## config.mk

```make
export PLATFORM = sky130hd
export DESIGN_NAME = fifo_pkt_reader
export DESIGN_NICKNAME = d
export VERILOG_FILES = /design/src/rtl/fifo_pkg.sv /design/src/rtl/fifo_out_stage.sv /design/src/rtl/fifo_pkt_reader.sv
export SDC_FILE = /design/constraint.sdc
export NUM_CORES = 1
export LEC_CHECK = 0
export CAP_MARGIN = 5
export CORE_MARGIN = 2
export CORE_UTILIZATION = 30
export CTS_CLUSTER_DIAMETER = 150
export DETAILED_ROUTE_END_ITERATION = 7
export GPL_TIMING_DRIVEN = 0
export HOLD_SLACK_MARGIN = 0.08
export PLACE_DENSITY = 0.57
export RECOVER_POWER = 100
export SETUP_SLACK_MARGIN = 0.05
export SKIP_CTS_REPAIR_TIMING = 1
export SLEW_MARGIN = 20
export SYNTH_ARGS = -nofsm -noshare
export SYNTH_HDL_FRONTEND = slang
export SYNTH_SLANG_ARGS = --single-unit
export TNS_END_PERCENT = 30
```

## constraint.sdc

```tcl
create_clock -name clk -period 4.3 [get_ports clk]
set_input_delay 0.86 -clock clk [delete_from_list [all_inputs] [get_ports clk]]
set_output_delay 0.86 -clock clk [all_outputs]
set_load 0.1 [all_outputs]
```

## src/rtl/fifo_pkg.sv

```systemverilog
// rtl/fifo_pkg.sv - shared encodings and defaults for the fifo block and its read-side engines
package fifo_pkg;

    localparam int FIFO_DATA_WIDTH = 32;
    localparam int HDR_LEN_W       = 8;
    localparam int HDR_LEN_LSB     = 0;
    localparam int STAT_CNT_W      = 16;

    typedef enum logic {
        ST_IDLE = 1'b0,
        ST_DATA = 1'b1
    } rd_state_e;

endpackage

```

## src/rtl/fifo_out_stage.sv

```systemverilog
// rtl/fifo_out_stage.sv - single-entry registered valid/ready output slot for FIFO read-side engines
module fifo_out_stage #(
    parameter int DATA_WIDTH = 32
) (
    input  logic                  clk,
    input  logic                  reset_n,
    input  logic                  ld_i,
    input  logic [DATA_WIDTH-1:0] data_i,
    input  logic                  last_i,
    input  logic                  m_ready_i,
    output logic                  m_valid_o,
    output logic [DATA_WIDTH-1:0] m_data_o,
    output logic                  m_last_o
);
    logic                  valid_q, valid_d;
    logic                  last_q, last_d;
    logic [DATA_WIDTH-1:0] data_q, data_d;

    // The caller only asserts ld_i when the slot is free or draining this cycle.
    always_comb begin
        valid_d = valid_q;
        last_d  = last_q;
        data_d  = data_q;
        if (ld_i) begin
            valid_d = 1'b1;
            last_d  = last_i;
            data_d  = data_i;
        end else if (valid_q && m_ready_i) begin
            valid_d = 1'b0;
            last_d  = 1'b0;
        end
    end

    always_ff @(posedge clk or negedge reset_n) begin
        if (!reset_n) begin
            valid_q <= 1'b0;
            last_q  <= 1'b0;
            data_q  <= '0;
        end else begin
            valid_q <= valid_d;
            last_q  <= last_d;
            data_q  <= data_d;
        end
    end

    assign m_valid_o = valid_q;
    assign m_last_o  = last_q;
    assign m_data_o  = data_q;

endmodule

```

## src/rtl/fifo_pkt_reader.sv

```systemverilog
// rtl/fifo_pkt_reader.sv - pops length-prefixed packets from a show-ahead FIFO and streams the payload
module fifo_pkt_reader
    import fifo_pkg::*;
#(
    parameter int DATA_WIDTH = FIFO_DATA_WIDTH,
    parameter int LEN_W      = HDR_LEN_W,
    parameter int CNT_W      = STAT_CNT_W
) (
    input  logic                  clk,
    input  logic                  reset_n,
    input  logic                  fifo_empty,
    input  logic [DATA_WIDTH-1:0] fifo_data,
    output logic                  fifo_cs,
    output logic                  fifo_rd_en,
    output logic                  m_valid,
    input  logic                  m_ready,
    output logic [DATA_WIDTH-1:0] m_data,
    output logic                  m_last,
    output logic                  busy,
    output logic [CNT_W-1:0]      pkt_cnt,
    output logic [CNT_W-1:0]      drop_cnt
);
    rd_state_e        state_q, state_d;
    logic [LEN_W-1:0] remaining_q, remaining_d;
    logic [CNT_W-1:0] pkt_cnt_q, pkt_cnt_d;
    logic [CNT_W-1:0] drop_cnt_q, drop_cnt_d;
    logic [LEN_W-1:0] hdr_len;
    logic             rd_en, ld, last_beat;

    assign hdr_len   = fifo_data[HDR_LEN_LSB +: LEN_W];
    assign last_beat = (remaining_q == LEN_W'(1));

    always_comb begin
        state_d     = state_q;
        remaining_d = remaining_q;
        drop_cnt_d  = drop_cnt_q;
        rd_en       = 1'b0;
        ld          = 1'b0;
        unique case (state_q)
            ST_IDLE: begin
                rd_en = !fifo_empty;
                if (!fifo_empty) begin
                    if (hdr_len == '0) begin
                        drop_cnt_d = drop_cnt_q + CNT_W'(1);
                    end else begin
                        remaining_d = hdr_len;
                        state_d     = ST_DATA;
                    end
                end
            end
            ST_DATA: begin
                ld    = !fifo_empty && (!m_valid || m_ready);
                rd_en = ld;
                if (ld) begin
                    remaining_d = remaining_q - LEN_W'(1);
                    if (last_beat) state_d = ST_IDLE;
                end
            end
            default: state_d = ST_IDLE;
        endcase
    end

    assign pkt_cnt_d = (m_valid && m_ready && m_last) ? pkt_cnt_q + CNT_W'(1) : pkt_cnt_q;

    always_ff @(posedge clk or negedge reset_n) begin
        if (!reset_n) begin
            state_q     <= ST_IDLE;
            remaining_q <= '0;
            pkt_cnt_q   <= '0;
            drop_cnt_q  <= '0;
        end else begin
            state_q     <= state_d;
            remaining_q <= remaining_d;
            pkt_cnt_q   <= pkt_cnt_d;
            drop_cnt_q  <= drop_cnt_d;
        end
    end

    fifo_out_stage #(
        .DATA_WIDTH(DATA_WIDTH)
    ) u_out (
        .clk      (clk),
        .reset_n  (reset_n),
        .ld_i     (ld),
        .data_i   (fifo_data),
        .last_i   (last_beat),
        .m_ready_i(m_ready),
        .m_valid_o(m_valid),
        .m_data_o (m_data),
        .m_last_o (m_last)
    );

    // IDLE would otherwise request a pop from a non-empty FIFO while held in reset.
    assign fifo_rd_en = rd_en && reset_n;
    assign fifo_cs    = fifo_rd_en;
    assign busy       = (state_q != ST_IDLE) || m_valid;
    assign pkt_cnt    = pkt_cnt_q;
    assign drop_cnt   = drop_cnt_q;

endmodule
```

## Word-level counts from Yosys, hierarchy flattened

Cells that the tools add are included.

- Bits in registers: 75
- Word-level logic and storage cells: 42

- Eq/ne operators: 4
- Muxes and demuxes: 14
- Bitwise operators: 2
- Add/subtract/negate cells: 3
- Reductions and logical operators: 12

Operators by type and width:

| operator | count |
|---|---|
| $add A16 B1 Y16 const B | 2 |
| $mux W8 | 3 |
| $pmux W8 S2 | 1 |
| $eq A8 B1 Y1 const B | 1 |
| $logic_not A8 Y1 | 1 |
| $mux W1 | 8 |
| $sub A8 B1 Y8 const B | 1 |
| $reduce_and A3 Y1 | 2 |
| $logic_and A1 B1 Y1 | 4 |
| $ne A2 B2 Y1 const B | 2 |
| $pmux W1 S2 | 2 |
| $logic_not A1 Y1 | 2 |
| $logic_or A1 B1 Y1 | 2 |
| $ne A2 B1 Y1 const B | 1 |
| $not A1 Y1 | 2 |
| $reduce_bool A2 Y1 | 1 |

## Longest topological paths before layout

- Depth after elaboration: 5
- Depth in mapped cells: 7
- Mapped depth without buffers: 6

## Modules after synthesis

A second synthesis with hierarchy kept.

- Cell total of the unflattened synthesis: 271
- Area total of the unflattened synthesis: 3479.6 µm²

Modules (own cells, without submodules):

| module | cells an instance | times used | seq. area each (µm²) | area an instance (µm²) |
|---|---|---|---|---|
| fifo_pkt_reader | 196 | 1 | 1026.0 | 2070.7 |
| fifo_out_stage | 75 | 1 | 850.8 | 1408.9 |

## Worst setup path before layout

Ideal clock, no wire load.

- Kind: register to output
- Start point: reg u_out.valid_q (netlist: u_out.m_valid_o)
- End point: out fifo_rd_en
- Cell stages (with the launch flop): 5
- Buffers on the path: 2
- Required time: 3.440 ns
- Arrival time: 3.220 ns
- Setup slack: 0.220 ns
- Cells stage by stage: dfrtp_1 -> nor2b_1 -> clkbuf_1 -> a21oi_1 -> buf_4

- Cells in the longest elaborated chain, start to end: 5

Ends and longest elaborated chain:

| element | RTL line | text |
|---|---|---|
| from (decl) | fifo_out_stage.sv:15 | `logic valid_q, valid_d;` |
| from (signal assigned) | fifo_out_stage.sv:40 | `valid_q <= valid_d;` |
| $logic_not A1 Y1 | fifo_pkt_reader.sv:52 | `ld = !fifo_empty && (!m_valid \|\| m_ready);` |
| $logic_or A1 B1 Y1 | fifo_pkt_reader.sv:52 |  |
| $logic_and A1 B1 Y1 | fifo_pkt_reader.sv:52 |  |
| $pmux W1 S2 | fifo_pkt_reader.sv:39 | `unique case (state_q)` |
| $logic_and A1 B1 Y1 | fifo_pkt_reader.sv:94 | `assign fifo_rd_en = rd_en && reset_n;` |
| to (decl) | fifo_pkt_reader.sv:14 | `output logic fifo_rd_en,` |

No other way between the ends.

## Worst setup path in the final report

- Start point: in m_ready
- End point: out fifo_rd_en

- Cells in the longest elaborated chain, start to end: 4

Ends and longest elaborated chain:

| element | RTL line | text |
|---|---|---|
| from (decl) | fifo_pkt_reader.sv:16 | `input logic m_ready,` |
| $logic_or A1 B1 Y1 | fifo_pkt_reader.sv:52 |  |
| $logic_and A1 B1 Y1 | fifo_pkt_reader.sv:52 |  |
| $pmux W1 S2 | fifo_pkt_reader.sv:39 |  |
| $logic_and A1 B1 Y1 | fifo_pkt_reader.sv:94 |  |

No other way between the ends.

==> flow_summary.ini <==
[outcome]
status = complete, no violations

[power]
ir_drop_uv = 216
p_leak_nw = 2.31
p_sw_uw = 807
netSwitchingFraction_pct = 41.2
p_total_mw = 1.96
seqPwrFrac_pct = 41.8
powerDensity_nw_per_um2 = 412
clkPwrFrac_pct = 26.4
internal_power_mw = 1.15
power.share.combinational_pct = 31.8

[detailed_routing]
drt_iter0_markers = 139
drt-total-wl_um = 8460
drcViolationCount = 0
vias_per_cell = 4.71
num_vias = 2865
dr.pass1.iters = 4
ant_nets = 0
wl_per_cell_um = 13.9

[die]
die_h_um = 110
core.rowCount = 38
die_area_um2 = 12100
die_width_um = 110
placeableCoreArea_um2 = 10900
start_util_pct = 30.9
io_pins = 105

[yosys]
ys_ff_latch = 75
avgSynthCellArea_um2 = 9.70
post_synth_main_area_contributors = dfrtp_1, nand2_1, xnor2_1, xor2_1, nand4_1
ys.flop_type = dfrtp_1
yosysMostFrequentCell = nand2_1
synthArstFlopShare_pct = 100
synthTopCellsByCount = nand2_1, dfrtp_1, nor2_1, xnor2_1, nand3_1
synth_top_area_share_pct = 55.8
yosysTopAreaCell = dfrtp_1
synth_area_um2 = 3370
synth_nets = 387
yosysSeqAreaShare_pct = 55.8
synth_edf_count = 0
synthCells = 347
yosys_warnings = 0
synth_cell_type_count = 42

[cts]
clockBufferDepth = 2
cts_buffers = 9
root_buffer = clkbuf_8
clk_pin_slew_ns = 0.09
cts_tree = done
h-tree-depth = 3
cts_sinks = 75
clock_latency_ns = 0.35

[final_layout]
syn_to_final_growth_pct = 41.4
instances_no_fill = 608
regArea_um2 = 1880
n_antenna_cell = 0
multi_input_area_um2 = 1390
drive_gt1_share_pct = 5.77
nFillCells = 1114
stdcell_area_um2 = 4760
fin_nets = 503

[sta]
drv_slew = 0
period_minus_slack_ns = 4.12
hold_viol = 0
setup_viol = 0
whs_ns = 0.394
clock.fmax_mhz = 243
slew_headroom_pct = 32.0
rsz0062_at_grt = no
setup_slack_ns = 0.177
clock_skew_ns = 0.0163
worst_pin_slew_ns = 1.02
min_period_over_period_pct = 95.9

[place]
place_inst = 592
dp_slack_ns = 0.253
placed_cell_area_um2 = 4610
gp_congestion = 0.787
portBuffers = 104
hpwl_um = 6110

[worst_setup_path]
crit_path_end_kind = primary output
criticalPathCategory = in -> out
r2r_start = u_out.m_valid_o
critical_path_arrival_ns = 3.26
r2r_end = remaining_q[2]
reg2reg_setup_slack_ns = 2.04
rr_worst_depth = 6
critical_path.startpoint_type = input pin
required_ns = 3.44
critPathMaxFanout = 7

[run]
maxCapViolations = 0

[global_routing]
grt_pass1_wl_um = 13600
grt_overflow = 0
grt_usage_pct = 14.5
grt_max_degree = 56
antenna_found_initial = 0
grt_pass1_vias = 2812

[min_path]
hp-class = in -> async
==> worst max-delay path, cell delays in order <==
cell and delay (ns):
dlygate4sd3_1 0.60, nor2b_1 0.06, clkbuf_1 0.17, a21oi_1 0.30, buf_4 0.16, clkdlybuf4s50_1 1.12
==> metal layers <==
metal	part of all wire, %	up-vias	track usage, %	routed length [um]
li1	-	1403	-	-
met1	47	1349	19.1	3950
met2	43	108	21.8	3670
met3	9.5	5	5.51	800
met4	0.50	0	4.79	42
met5	0	-	0	0
==> flip-flops by register name, summed over array words and instances (netlist names) <==
name             flops
u_out.m_data_o      32
remaining_q          8
drop_cnt            16
pkt_cnt             16
u_out.m_last_o       1
state_q              1
u_out.m_valid_o      1
==> power by group through the flow <==
stage          Combinational (mW)  Clock (mW)  Sequential, mW
2_1_floorplan               0.134           0            1.15
3_3_place_gp                0.637           0           0.831
3_5_place_dp                0.644           0           0.832
4_1_cts                     0.646       0.536           0.820
5_1_grt                     0.663       0.563           0.829
6_report                    0.624       0.517           0.819
==> cell families (layout without fill, tap and decap cells) <==
kind of cell	count (synthesis)	in the layout	share of synthesized area (%)
and+or+nand+nor	197	197	27.6
DFF	75	75	55.8
xor gates and xnor gates	30	30	7.81
AOI/OAI and AO/OA	23	23	4.98
buffers and inverters	17	138	2.04
adders and majority gates	4	4	1.49
muxes	1	1	0.335
==> cells in the final DEF, fill, tap and decap left out, types with 4 or more instances in the layout <==
| master | instances |
|---|---|
| xnor2_1 | 18 |
| nand4_1 | 12 |
| nor4_1 | 5 |
| nand2b_1 | 4 |
| clkbuf_1 | 10 |
| nand3_1 | 13 |
| clkbuf_8 | 10 |
| clkdlybuf4s50_1 | 33 |
| and3_1 | 5 |
| inv_1 | 6 |
| ha_1 | 4 |
| nor3_1 | 11 |
| nor2_1 | 18 |
| o21ai_0 | 6 |
| dlygate4sd3_1 | 70 |
| dfrtp_1 | 75 |
| a21oi_1 | 4 |
| xor2_1 | 12 |
| nand2_1 | 112 |
| clkinvlp_4 | 4 |
==> worst max-delay path by stage <==
| stage | end | cells after the start | slack [ns] | startpoint |
|---|---|---|---|---|
| floorplan | fifo_rd_en | 4 | 0.22 | u_out.m_valid_o |
| global placement | fifo_rd_en | 5 | -2.26 | reset_n |
| detailed placement | fifo_rd_en | 6 | 0.25 | m_ready |
| CTS | fifo_rd_en | 6 | 0.24 | m_ready |
| global route | fifo_rd_en | 6 | 0.12 | m_ready |
| finish | fifo_rd_en | 6 | 0.18 | m_ready |
==> metrics by stage <==
stage | utilization, % | TNS [ns]
after floorplan | - | 0
after global placement | 42.1 | -35.58
after detailed placement | 42.3 | 0
after CTS | 44.0 | 0
after global routing | 43.7 | 0
final | 43.7 | 0
==> area by class of cell <==
| cell class | instances | area share (%) |
|---|---|---|
| sequential | 75 | 39.4 |
| buffer | 11 | 0.946 |
| tap | 140 | 3.68 |
| inverter | 6 | 0.473 |
| timing repair buffer | 105 | 22.4 |
| clock inverter | 6 | 0.999 |
| multi-input combinational | 255 | 29.2 |
| clock buffer | 10 | 2.89 |
No activity file was read; power rests on OpenSTA's default activity.
